## src/rtl/id_stage.sv

```systemverilog
// rtl/id_stage.sv - RV32I decode stage: IF/ID register, decode, RAW scoreboard stall, branch wait
module id_stage #(
  parameter int PC_W = 8
) (
  input  logic            clk,
  input  logic            rst_n,
  input  logic            if_valid,
  input  logic [PC_W-1:0] if_pc,
  input  logic [31:0]     if_instr,
  input  logic            br_resolve,
  output logic            stall_if,
  output logic            id_valid,
  output logic [PC_W-1:0] id_pc,
  output logic [6:0]      id_opcode,
  output logic [4:0]      id_rd,
  output logic [4:0]      id_rs1,
  output logic [4:0]      id_rs2,
  output logic [2:0]      id_funct3,
  output logic [6:0]      id_funct7,
  output logic [31:0]     id_imm,
  output logic            id_reg_write,
  output logic            illegal_instr
);

  localparam logic [0:0] RUN     = 1'b0;
  localparam logic [0:0] BR_WAIT = 1'b1;

  localparam logic [6:0] OP_R  = 7'b0110011;
  localparam logic [6:0] OP_I  = 7'b0010011;
  localparam logic [6:0] OP_LW = 7'b0000011;
  localparam logic [6:0] OP_SW = 7'b0100011;
  localparam logic [6:0] OP_B  = 7'b1100011;
  localparam logic [6:0] OP_J  = 7'b1101111;

  logic [0:0]      state;
  logic            ifid_valid;
  logic [PC_W-1:0] ifid_pc;
  logic [31:0]     ifid_instr;
  logic            sb0_valid, sb1_valid;
  logic [4:0]      sb0_rd, sb1_rd;

  logic [6:0]  opcode;
  logic [4:0]  rd, rs1, rs2;
  logic        is_r, is_i, is_lw, is_sw, is_b, is_j;
  logic        legal, is_zero, uses_rs1, uses_rs2, reg_write;
  logic [31:0] imm;
  logic        hit1, hit2, hazard, in_run, issue, issue_br, drop_illegal;

  always_comb begin
    opcode   = ifid_instr[6:0];
    rd       = ifid_instr[11:7];
    rs1      = ifid_instr[19:15];
    rs2      = ifid_instr[24:20];
    is_r     = (opcode == OP_R);
    is_i     = (opcode == OP_I);
    is_lw    = (opcode == OP_LW);
    is_sw    = (opcode == OP_SW);
    is_b     = (opcode == OP_B);
    is_j     = (opcode == OP_J);
    legal    = is_r | is_i | is_lw | is_sw | is_b | is_j;
    is_zero  = (ifid_instr == 32'h0);
    uses_rs1 = is_r | is_i | is_lw | is_sw | is_b;
    uses_rs2 = is_r | is_sw | is_b;
    reg_write = (is_r | is_i | is_lw | is_j) && (rd != 5'd0);
    imm = 32'h0;
    if (is_i || is_lw)
      imm = {{20{ifid_instr[31]}}, ifid_instr[31:20]};
    else if (is_sw)
      imm = {{20{ifid_instr[31]}}, ifid_instr[31:25], ifid_instr[11:7]};
    else if (is_b)
      imm = {{19{ifid_instr[31]}}, ifid_instr[31], ifid_instr[7],
             ifid_instr[30:25], ifid_instr[11:8], 1'b0};
    else if (is_j)
      imm = {{11{ifid_instr[31]}}, ifid_instr[31], ifid_instr[19:12],
             ifid_instr[20], ifid_instr[30:21], 1'b0};
  end

  // No forwarding: any source matching an older in-flight writer must wait for WB.
  always_comb begin
    hit1 = uses_rs1 && (rs1 != 5'd0) &&
           ((sb0_valid && sb0_rd == rs1) || (sb1_valid && sb1_rd == rs1));
    hit2 = uses_rs2 && (rs2 != 5'd0) &&
           ((sb0_valid && sb0_rd == rs2) || (sb1_valid && sb1_rd == rs2));
    hazard       = ifid_valid && (hit1 || hit2);
    in_run       = (state == RUN);
    issue        = in_run && ifid_valid && !hazard && legal;
    issue_br     = issue && (is_b || is_j);
    drop_illegal = in_run && ifid_valid && !hazard && !legal && !is_zero;
    stall_if     = in_run ? (hazard || issue_br) : !br_resolve;
  end

  always_ff @(posedge clk or negedge rst_n) begin
    if (!rst_n) begin
      state <= RUN;
    end else if (in_run && issue_br) begin
      state <= BR_WAIT;
    end else if (!in_run && br_resolve) begin
      state <= RUN;
    end
  end

  always_ff @(posedge clk or negedge rst_n) begin
    if (!rst_n) begin
      ifid_valid <= 1'b0;
      ifid_pc    <= '0;
      ifid_instr <= 32'h0;
    end else if (issue_br) begin
      ifid_valid <= 1'b0;
      ifid_pc    <= '0;
      ifid_instr <= 32'h0;
    end else if (!stall_if) begin
      ifid_valid <= if_valid;
      ifid_pc    <= if_pc;
      ifid_instr <= if_instr;
    end
  end

  // WB is write-before-read in the register file, so only EX and MEM are tracked.
  always_ff @(posedge clk or negedge rst_n) begin
    if (!rst_n) begin
      sb0_valid <= 1'b0;
      sb0_rd    <= 5'd0;
      sb1_valid <= 1'b0;
      sb1_rd    <= 5'd0;
    end else begin
      sb1_valid <= sb0_valid;
      sb1_rd    <= sb0_rd;
      sb0_valid <= issue && reg_write;
      sb0_rd    <= (issue && reg_write) ? rd : 5'd0;
    end
  end

  always_ff @(posedge clk or negedge rst_n) begin
    if (!rst_n) begin
      id_valid      <= 1'b0;
      id_pc         <= '0;
      id_opcode     <= 7'd0;
      id_rd         <= 5'd0;
      id_rs1        <= 5'd0;
      id_rs2        <= 5'd0;
      id_funct3     <= 3'd0;
      id_funct7     <= 7'd0;
      id_imm        <= 32'h0;
      id_reg_write  <= 1'b0;
      illegal_instr <= 1'b0;
    end else begin
      illegal_instr <= drop_illegal;
      if (issue) begin
        id_valid     <= 1'b1;
        id_pc        <= ifid_pc;
        id_opcode    <= opcode;
        id_rd        <= rd;
        id_rs1       <= rs1;
        id_rs2       <= rs2;
        id_funct3    <= ifid_instr[14:12];
        id_funct7    <= ifid_instr[31:25];
        id_imm       <= imm;
        id_reg_write <= reg_write;
      end else begin
        id_valid     <= 1'b0;
        id_pc        <= '0;
        id_opcode    <= 7'd0;
        id_rd        <= 5'd0;
        id_rs1       <= 5'd0;
        id_rs2       <= 5'd0;
        id_funct3    <= 3'd0;
        id_funct7    <= 7'd0;
        id_imm       <= 32'h0;
        id_reg_write <= 1'b0;
      end
    end
  end

endmodule
```

## config.mk

```make
export PLATFORM = sky130hd
export DESIGN_NAME = id_stage
export DESIGN_NICKNAME = d
export VERILOG_FILES = /design/src/rtl/id_stage.sv
export SDC_FILE = /design/constraint.sdc
export NUM_CORES = 1
export LEC_CHECK = 0
export ABC_AREA = 1
export CORE_ASPECT_RATIO = 0.9
export CORE_UTILIZATION = 54
export CTS_CLUSTER_DIAMETER = 50
export CTS_CLUSTER_SIZE = 25
export DETAILED_ROUTE_END_ITERATION = 7
export HOLD_SLACK_MARGIN = 0.15
export PLACE_DENSITY = 0.9
export SYNTH_ARGS = -nofsm -noshare
export SYNTH_HDL_FRONTEND = slang
export SYNTH_SLANG_ARGS = --single-unit
```

## constraint.sdc

```tcl
create_clock -name clk -period 5.49 [get_ports clk]
set_input_delay 1.3725 -clock clk [delete_from_list [all_inputs] [get_ports clk]]
set_output_delay 1.3725 -clock clk [all_outputs]
set_load 0.02 [all_outputs]
```

### Yosys cells after proc, flatten, opt, wreduce, memory -nomap -nowiden

Index checks and enable logic that the tools add are counted.
W data, S select, Z words.

| cells by class | value |
|---|---|
| $add $sub $neg | 0 |
| multipliers | 0 |
| divide/modulo/power cells | 0 |
| order comparisons | 0 |
| equality and inequality tests | 11 |
| shift operators | 0 |
| mux-type cells | 24 |
| bitwise logic cells | 9 |
| reduce and logical (&&, ||, !) cells | 34 |

Operator list:

| cell | number |
|---|---|
| $mux W32 | 7 |
| $logic_not A32 Y1 | 1 |
| $mux W8 | 3 |
| $eq A5 B5 Y1 | 4 |
| $mux W5 | 4 |
| $logic_and A1 B1 Y1 | 19 |
| $reduce_bool A5 Y1 | 3 |
| $eq A7 B6 Y1 const B | 2 |
| $eq A7 B7 Y1 const B | 2 |
| $mux W7 | 2 |
| $or A1 B1 Y1 | 8 |
| $eq A7 B2 Y1 const B | 1 |
| $eq A7 B5 Y1 const B | 1 |
| $mux W1 | 7 |
| $logic_or A1 B1 Y1 | 6 |
| $logic_not A1 Y1 | 4 |
| $mux W3 | 1 |
| $ne A2 B1 Y1 const B | 1 |
| $reduce_bool A2 Y1 | 1 |
| $not A1 Y1 | 1 |

| word-level totals | value |
|---|---|
| bits in registers | 129 |
| bits in latches | 0 |
| RAM bits | 0 |
| memory bits (read-only) | 0 |
| input port bits | 44 |
| output and inout port bits | 76 |
| word-level logic and storage cells | 97 |
| memories kept | 0 |

### Logic depth before layout (Yosys ltp)

| logic depth | value |
|---|---|
| depth after elaboration | 17 |
| gate-level depth with buffers | 15 |
| mapped depth without buffers | 13 |

### Worst setup path before layout

OpenSTA, ideal clock, no wires.

| timing | value |
|---|---|
| path kind | input to output |
| start | input port br_resolve |
| end | output port stall_if |
| data arrival time | 2014 ps |
| required time | 4118 ps |
| slack | 2103 ps |
| stages | 3 |
| buffers on the path | 0 |
| cell sequence | nor2_1 clkinv_1 nand3_1 |

| between the ends | value |
|---|---|
| longest elaborated chain between the ends | 2 |

Ends and longest elaborated chain:

| what | line | text |
|---|---|---|
| start: declaration | 10 | `input logic br_resolve,` |
| $logic_not A1 Y1 | 89 | `stall_if = in_run ? (hazard \|\| issue_br) : !br_resolve;` |
| $mux W1 | 89 |  |
| end: declaration | 11 | `output logic stall_if,` |

No other way between the ends.

### Final worst setup path

Same ends and word-level chain as after synthesis.

==> results.sh <==
export IMPL_root_buffer="clkbuf_8"
export IMPL_design_area_um2=6750
export IMPL_timing_fmax_mhz=230
export IMPL_drv_cap=0
export IMPL_worstHoldStart="sb0_rd[4]$_DFF_PN0_"
export IMPL_min_path_cells=0
export IMPL_r2r_cells=12
export IMPL_wl_per_cell_um=16.4
export IMPL_grt_overflow=0
export IMPL_clk_pin_slew_ns=0.05
export IMPL_clock_latency_ns=0.51
export IMPL_tightest_slew_ns=1.04
export IMPL_cp_max_fo=2
export IMPL_nets=709
export IMPL_power_density_nw_per_um2=308
export IMPL_cp_cell_sequence="clkdlybuf4s50_1, nand2_1, nand2_1, a21oi_4, inv_2, nand3_1, clkdlybuf4s50_1"
export IMPL_final_layout_size_suffix_gt1_frac=0.0916
export IMPL_final_cell_mix="nand2_1 (132), clkdlybuf4s50_1 (118), dfrtp_1 (117)"
export IMPL_initial_core_util=0.555
export IMPL_crit_path_start="br_resolve"
export IMPL_cp_end_kind="output pin"
export IMPL_synth_area_leaders="dfrtp_1 (58%), nand2_1 (9.8%), o211ai_1 (5.9%), nor2_1 (5.7%), nand4_1 (5.7%)"
export IMPL_totalNegativeSetupSlack_ns=0
export IMPL_layout_commonest_cell="nand2_1"
export IMPL_port_buffers=119
export IMPL_yosysTopAreaCell="dfrtp_1"
export IMPL_core_um2=9130
export IMPL_dp_hpwl_um=8560
export IMPL_outcome="completed"
export IMPL_hp_class="flip-flop to flip-flop"
export IMPL_hold_buffers=0
export IMPL_ys_seq_area_frac=0.578
export IMPL_cts_tree="yes"
export IMPL_pre_cts_ws_ns=1.14
export IMPL_syn2layout_area_growth_pct=33.1
export IMPL_min_period_over_period=0.792
export IMPL_startpoint_type="input pin"
export IMPL_slew_violations=0
export IMPL_max_slew_margin=0.306
export IMPL_reg2reg_from="ifid_instr[3]$_DFFE_PN0P_"
export IMPL_ant_nets=0
export IMPL_cts_num_sinks=117
export IMPL_hold_end="sb1_rd[4]$_DFF_PN0_"
export IMPL_postSynthAreaPerCell_um2=9.00
export IMPL_yosys_warnings=0
export IMPL_cts_inserted_buffers=17
export IMPL_vias=4318
export IMPL_ios=120
export IMPL_grt_usage=0.287
export IMPL_skew_ns=0.0127
export IMPL_drc=0
export IMPL_die_area_um2=9780
export IMPL_leakagePower_nw=3.30
export IMPL_worstPathArrival_ns=2.97
export IMPL_die_height_um=93.9
export IMPL_period_needed_ns=4.35
export IMPL_placed_area_um2=6210
export IMPL_critPathKind="input pin to output pin"
export IMPL_finalWirelength_um=13100
export IMPL_htree_levels=4
export IMPL_rows=33
export IMPL_crit_required_ns=4.12
export IMPL_grt_pass1_wl_um=21200
export IMPL_yosysUniqueCellTypes=28
export IMPL_rsz0062_at_grt="false"
export IMPL_syn_area_um2=5070
export IMPL_critPathSlowestCell="clkdlybuf4s50_1"
export IMPL_first_pass_iters=5
export IMPL_die_width_um=104
export IMPL_synth_top_area_frac=0.578
export IMPL_worst_slack_ns=1.14
export IMPL_reg2reg_slack_ns=2.75
export IMPL_finalHoldViolations=0
export IMPL_clockBufferDepth=2
export IMPL_first_global_vias=4175
export IMPL_netlist_instances=563
export IMPL_ys_seq_elements=117
export IMPL_syn_nets=607
export IMPL_setup_violations=0
export IMPL_r2r_end="id_imm[15]$_DFF_PN0_"
export IMPL_postCtsSetupBuffers=0
export IMPL_diodes=0
export IMPL_post_cts_resize_count=0
export IMPL_antenna_found_initial=0
export IMPL_max_stage_delay_ns=0.63
export IMPL_gp_congestion=0.935
export IMPL_peakVddDrop_mv=0.214
export IMPL_drt_iter0_drc=211
export IMPL_final_util=0.739
export IMPL_via_per_inst=5.40
export IMPL_holdWs_ns=0.412
export IMPL_grt_start_max_net_pins=85
==> how the worst max path moves through the flow <==
stage	to	slack, ns	cells past startpoint
final	stall_if	1.14	7
after global routing	stall_if	1.09	7
after CTS	stall_if	1.12	7
after detailed placement	stall_if	1.14	7
after global placement	stall_if	1.15	7
after floorplan	stall_if	2.10	3
==> cells in the mapped netlist (all sizes together) <==
cell	instances
nand2	135
dfrtp	117
nor2	81
inv	61
nand4	46
o211ai	40
buf	32
a21oi	10
clkbuf	10
nand3	8
nor3	8
o21ai	6
nor4	4
clkinv	2
a31oi	1
a41oi	1
o221ai	1
==> sequential cells by signal (all words and copies together), names as in the netlist <==
name,cells
sb1_valid,1
state,1
id_opcode,7
ifid_valid,1
illegal_instr,1
id_valid,1
id_pc,8
id_rd,5
sb0_rd,5
id_funct3,3
ifid_instr,32
id_funct7,7
id_imm,21
id_reg_write,1
sb1_rd,5
id_rs1,5
ifid_pc,8
id_rs2,5
==> report_power, final <==
part	internal [mW]	leakage [nW]	switching [mW]
registers	0.890	1.54	0.0260
clock network	0.638	0.261	0.375
logic	0.0616	1.50	0.0861
==> layout make-up <==
cell class              count  area, µm²
well taps                 122        153
inverters                  63        236
repair buffers            125       1230
flip-flops and latches    117       2930
clock inverters            10        109
clock buffers              21        429
multi-input cells         341       1660
fillers                   661       2380
==> worst max-delay path: cells and delay by family <==
kind            cells  cell delay, ns
buf+inv             3            1.16
simple gates        3            0.32
compound gates      1            0.13
==> per-layer routing <==
layer  share of wire  GRT usage
met3           0.063     0.0541
met4           0.015      0.121
met1            0.44      0.392
met2            0.48      0.456
met5               0          0
==> stage by stage <==
step,power [mW],std cells
2_1_floorplan,0.992,563
3_3_place_gp,1.07,768
3_5_place_dp,1.07,768
4_1_cts,2.08,799
5_1_grt,2.15,799
6_report,2.08,799
==> kinds of logic (layout without fill, tap and decap cells) <==
kind of cell           after synthesis  after routing  share of synthesized area
DFF                                117            117                      0.578
and+or+nand+nor                    282            282                      0.244
AOI/OAI and AO/OA                   59             59                     0.0812
buffers and inverters              105            219                     0.0973
(Power assumes the default switching activity.)
